[src/rtl/uart_tx.sv]
// uart_tx: 8N1/8N2 UART transmitter with a one-byte holding register.
//
// A byte offered on tx_req is captured into a holding register whenever it is
// empty; the FSM moves it into the shift register at the start of each frame,
// so one byte can be queued while another is on the line.
//
// Ports:
//   clk       system clock, rising edge
//   rst       synchronous, active-high reset
//   tx_req    single-cycle request to send tx_data
//   tx_data   byte to send, sampled only when tx_req is accepted
//   tx        registered serial output, idle high
//   tx_empty  holding register can accept a byte
//   tx_busy   a frame (start, data or stop) is on the line
//   tx_error  sticky overrun flag; cleared by rst or the next accepted byte
module uart_tx #(
  parameter int unsigned CLKS_PER_BIT = 868,
  parameter int unsigned STOP_BITS    = 1
) (
  input  logic       clk,
  input  logic       rst,
  input  logic       tx_req,
  input  logic [7:0] tx_data,
  output logic       tx,
  output logic       tx_empty,
  output logic       tx_busy,
  output logic       tx_error
);

  localparam int unsigned CntW = $clog2(CLKS_PER_BIT);
  localparam logic [CntW-1:0] CntLast = CntW'(CLKS_PER_BIT - 1);

  typedef enum logic [1:0] {
    StIdle,
    StStart,
    StData,
    StStop
  } state_e;

  state_e          state_q, state_d;
  logic [CntW-1:0] baud_q, baud_d;
  logic [2:0]      bit_idx_q, bit_idx_d;
  logic            stop_idx_q, stop_idx_d;
  logic [7:0]      shift_q, shift_d;
  logic [7:0]      hold_q, hold_d;
  logic            hold_full_q, hold_full_d;
  logic            tx_q, tx_d;
  logic            err_q, err_d;

  logic baud_end;
  logic last_stop;
  logic load_hold;

  assign baud_end  = (baud_q == CntLast);
  // With one stop bit every stop period is the last one.
  assign last_stop = (STOP_BITS == 1) ? 1'b1 : stop_idx_q;

  always_comb begin
    state_d     = state_q;
    baud_d      = baud_end ? '0 : baud_q + 1'b1;
    bit_idx_d   = bit_idx_q;
    stop_idx_d  = stop_idx_q;
    shift_d     = shift_q;
    hold_d      = hold_q;
    hold_full_d = hold_full_q;
    tx_d        = tx_q;
    err_d       = err_q;
    load_hold   = 1'b0;

    case (state_q)
      StIdle: begin
        baud_d = '0;
        if (hold_full_q) begin
          load_hold = 1'b1;
        end
      end
      StStart: begin
        if (baud_end) begin
          state_d   = StData;
          bit_idx_d = 3'd0;
          tx_d      = shift_q[0];
        end
      end
      StData: begin
        if (baud_end) begin
          if (bit_idx_q == 3'd7) begin
            state_d    = StStop;
            stop_idx_d = 1'b0;
            tx_d       = 1'b1;
          end else begin
            bit_idx_d = bit_idx_q + 3'd1;
            shift_d   = {1'b0, shift_q[7:1]};
            tx_d      = shift_q[1];
          end
        end
      end
      StStop: begin
        if (baud_end) begin
          if (last_stop) begin
            // A queued byte starts its frame with no idle gap.
            if (hold_full_q) begin
              load_hold = 1'b1;
            end else begin
              state_d = StIdle;
            end
          end else begin
            stop_idx_d = 1'b1;
          end
        end
      end
      default: begin
        state_d = StIdle;
        tx_d    = 1'b1;
      end
    endcase

    if (load_hold) begin
      state_d     = StStart;
      shift_d     = hold_q;
      hold_full_d = 1'b0;
      baud_d      = '0;
      tx_d        = 1'b0;
    end

    // Acceptance is decided on the registered hold_full, so a request in the
    // cycle of a hold-to-shifter transfer is an overrun; the two never collide.
    if (tx_req) begin
      if (!hold_full_q) begin
        hold_d      = tx_data;
        hold_full_d = 1'b1;
        err_d       = 1'b0;
      end else begin
        err_d = 1'b1;
      end
    end
  end

  always_ff @(posedge clk) begin
    if (rst) begin
      state_q     <= StIdle;
      baud_q      <= '0;
      bit_idx_q   <= 3'd0;
      stop_idx_q  <= 1'b0;
      shift_q     <= 8'd0;
      hold_q      <= 8'd0;
      hold_full_q <= 1'b0;
      tx_q        <= 1'b1;
      err_q       <= 1'b0;
    end else begin
      state_q     <= state_d;
      baud_q      <= baud_d;
      bit_idx_q   <= bit_idx_d;
      stop_idx_q  <= stop_idx_d;
      shift_q     <= shift_d;
      hold_q      <= hold_d;
      hold_full_q <= hold_full_d;
      tx_q        <= tx_d;
      err_q       <= err_d;
    end
  end

  assign tx       = tx_q;
  assign tx_empty = ~hold_full_q;
  assign tx_busy  = (state_q != StIdle);
  assign tx_error = err_q;

endmodule

[config.mk]
export PLATFORM = sky130hd
export DESIGN_NAME = uart_tx
export DESIGN_NICKNAME = d
export VERILOG_FILES = /design/src/rtl/uart_tx.sv
export SDC_FILE = /design/constraint.sdc
export NUM_CORES = 1
export LEC_CHECK = 0
export CORE_MARGIN = 2
export CORE_UTILIZATION = 50
export CTS_CLUSTER_SIZE = 8
export DETAILED_ROUTE_END_ITERATION = 8
export HOLD_SLACK_MARGIN = 0.06
export MAX_ROUTING_LAYER = met4
export PLACE_DENSITY = 0.74
export SETUP_SLACK_MARGIN = 0.2
export SLEW_MARGIN = 0
export SYNTH_ARGS = -nofsm -noshare
export SYNTH_HDL_FRONTEND = slang
export SYNTH_SLANG_ARGS = --single-unit
[constraint.sdc]
create_clock -name clk -period 1.65 [get_ports clk]
set_input_delay 0.495 -clock clk [delete_from_list [all_inputs] [get_ports clk]]
set_output_delay 0.495 -clock clk [all_outputs]
set_load 0.1 [all_outputs]
==> results.yml <==
grt:
  grt_pass1_wl_um: 7679
  grt_usage: 0.2915
  grt-ovfl-total: 0
  grt_use_met3: 0.07249
  use_met2: 0.4624
  grt_antenna_before_repair: 0
  grt_pass1_vias: 1658
  grt_util_met1: 0.3442
  gr-max-usage-layer: "met2"
  grt_start_max_net_pins: 17
worst_hold_path:
  min_path_type: "reg2reg"
  whs_path_depth: 2
  holdPathEnd: "hold_q[3]"
  hold_start: "hold_q[3]"
worst_setup_path:
  r2r_cells: 7
  path_max_fanout: 6
  required_ns: 1.92
  rrSetupSlack_ns: -0.06
  timing.rr.end: "bit_idx_q[1]"
  arrival_ns: 1.98
  worst-setup-path-type: "reg2reg"
  end_kind: "flop"
  crit-reg2reg-launch: "baud_q[1]"
  critPathLaunchType: "flop"
flow_run:
  drv_cap: 0
clocking:
  holdBufCountCts: 0
  clkTransAtPathRegs_ns: 0.11
  numClockSinks: 34
  h-tree-depth: 2
  clk_path_buf_depth: 2
  cts_buffers: 5
  clk_latency_ns: 0.34
  tritoncts: "yes"
  cts_root_buffer: "clkbuf_4"
placed_design:
  dp_hpwl_um: 2531
  gp_congestion: 0.7941
  place_ws_ns: -0.01724
  portBuffers: 14
  dp.cells: 251
  placed_area_mm2: 0.001964
power_and_ir_drop:
  ir_drop_v: 0.0008666
  combinationalPowerShare: 0.525
  internal_power_mw: 2.360
  powerDensity_mw_per_mm2: 1521
  pwr-share-clk: 0.202
  power.sequential.fraction: 0.273
  leakage_nw: 0.8806
  swShare: 0.4075
  netSwitchingPower_mw: 1.623
floorplan:
  fp.dieH_um: 60.99
  io_pins: 15
  core_area_mm2: 0.003078
  die_w_um: 60.99
  num_rows: 20
  start_util: 0.5276
  die_area_mm2: 0.003720
route:
  via_per_inst: 6.116
  antenna_left: 0
  drt-total-wl_um: 5566
  routedWlPerCell_um: 19.60
  drt-initial-drc-count: 141
  vias: 1737
  dr.pass1.iters: 4
  post-route-drc-count: 0
synthesis:
  async_reset_ff_frac: 0
  synth.net_count: 210
  synth_seq_cells: 34
  synth_area_mm2: 0.001624
  yosysSeqAreaShare: 0.4191
  yosysTopAreaCell: "dfxtp_1"
  syn_inst: 192
  yosysWarningCount: 0
  avgSynthCellArea_um2: 8.459
  synth_cell_types: 39
  yosysTopAreaCellShare: 0.4191
  synth-edff-count: 0
  synth_area_leaders: "dfxtp_1 42%, nand2_1 7.9%, ha_1 5.4%, a21oi_1 4.6%, a311oi_1 4.3%"
  ys.flop_type: "dfxtp_1"
timing:
  finalSetupViolations: 12
  worst_slew_pin_slew_ns: 0.3645
  rsz0062_at_grt: "yes"
  hold_viol: 0
  max_freq_mhz: 584.4
  setup_ws_ns: -0.06108
  slew_headroom: 0.7555
  fin_crit_sh: 1.037
  period_needed_ns: 1.711
  slew_viol_final: 0
  finClkSkew_ns: 0.008370
  timing.setup.tns_ns: -0.3814
cells_and_area:
  n_fill_cell: 149
  final_cells: 284
  area.sequential_um2: 695.7
  syn_to_final_growth_pct: 61.25
  layout_common_cells: "34 x nand2_1, 26 x dfxtp_1, 23 x buf_4"
  multiInputGateArea_mm2: 0.001240
  antennaDiodeCount: 0
  layout_commonest_cell: "nand2_1"
  drive_above_1_share: 0.4750
  nNetsFinal: 257
  stdcell_area_mm2: 0.002619
status:
  outcome: "finished with violations"
  violations: "negative setup slack"
==> stage by stage <==
step	hold slack [ns]	power (mW)	util
detailed placement	0.4508	2.377	0.6382
finish	0.4764	3.983	0.8508
global route	0.5102	4.124	0.8508
CTS	0.4748	3.669	0.8028
floorplan	0.4326	2.018	-
global placement	0.4476	2.343	0.6382
==> cell families (layout without fill, tap and decap cells) <==
family | Yosys count | after routing | synth area share
buffers and inverters | 16 | 61 | 0.04545
AO/OA/AOI/OAI | 32 | 33 | 0.1441
adder cells (fa/ha/maj) | 7 | 7 | 0.05393
XOR/XNOR | 8 | 8 | 0.04315
flip-flops | 34 | 34 | 0.4191
multiplexers | 2 | 2 | 0.01233
AND/OR/NAND/NOR | 93 | 95 | 0.2820
==> cell type report <==
class                           count  share of cell area
Multi-Input combinational cell    145              0.4735
Clock inverter                      2             0.02293
Inverter                            5             0.01194
Sequential cell                    34              0.2656
Clock buffer                        6             0.01959
Tap cell                           44             0.02102
Timing Repair Buffer               48              0.1854
==> flip-flops by register name, indices dropped and copies added, names as in the netlist <==
signal	count
baud_q	10
bit_idx_q	3
hold_full_q	1
hold_q	8
shift_q	8
state_q	2
tx	1
tx_error	1
==> power by group through the flow <==
| stage | registers [mW] | clock network, mW | logic [mW] |
|---|---|---|---|
| after global routing | 1.10 | 0.841 | 2.19 |
| after detailed placement | 1.08 | 0 | 1.30 |
| after floorplan | 1.13 | 0 | 0.890 |
| after global placement | 1.07 | 0 | 1.27 |
| final | 1.09 | 0.805 | 2.09 |
| after CTS | 1.07 | 0.805 | 1.80 |
==> synthesized netlist by cell type (all sizes together), types with 3 or more instances <==
cell,number
nand2,35
dfxtp,34
nor2,18
a21oi,15
nor3,12
nand3,11
a311oi,8
clkbuf,8
ha,7
xnor2,6
inv,5
buf,3
nand4,3
nor2b,3
==> routing by layer <==
layer | up-vias | wire length [um]
met5 | - | 0
met4 | 0 | 247
met3 | 32 | 394
met2 | 84 | 2742
met1 | 842 | 2181
li1 | 779 | -
==> what timing repair did <==
action | 4_1_cts | 5_1_grt
resized for setup | 45 | 27
cloned | 3 | 0
pin swaps | 39 | 9
endpoints found under the setup margin | 27 | 27
hold endpoints to repair | 0 | 0
setup buffers | 18 | 4
==> worst max-delay path: stages (launching register included) <==
cell and delay [ns]:
dfxtp_2 0.37, ha_4 0.14, nor3b_4 0.32, buf_4 0.18, and3_4 0.25, buf_6 0.11
nand4_1 0.10, a21oi_2 0.16
==> how the worst max path moves through the flow <==
stage               slack (ns)  cells past startpoint         start           end
floorplan                 0.12                      3    state_q[1]       tx_busy
global placement          0.03                      3           rst     baud_q[2]
detailed placement       -0.02                      6  bit_idx_q[0]    shift_q[7]
CTS                      -0.02                      4    state_q[1]       tx_busy
global route             -0.10                      7     baud_q[1]  bit_idx_q[1]
finish                   -0.06                      7     baud_q[1]  bit_idx_q[1]
Power figures use the tool's default switching activity.
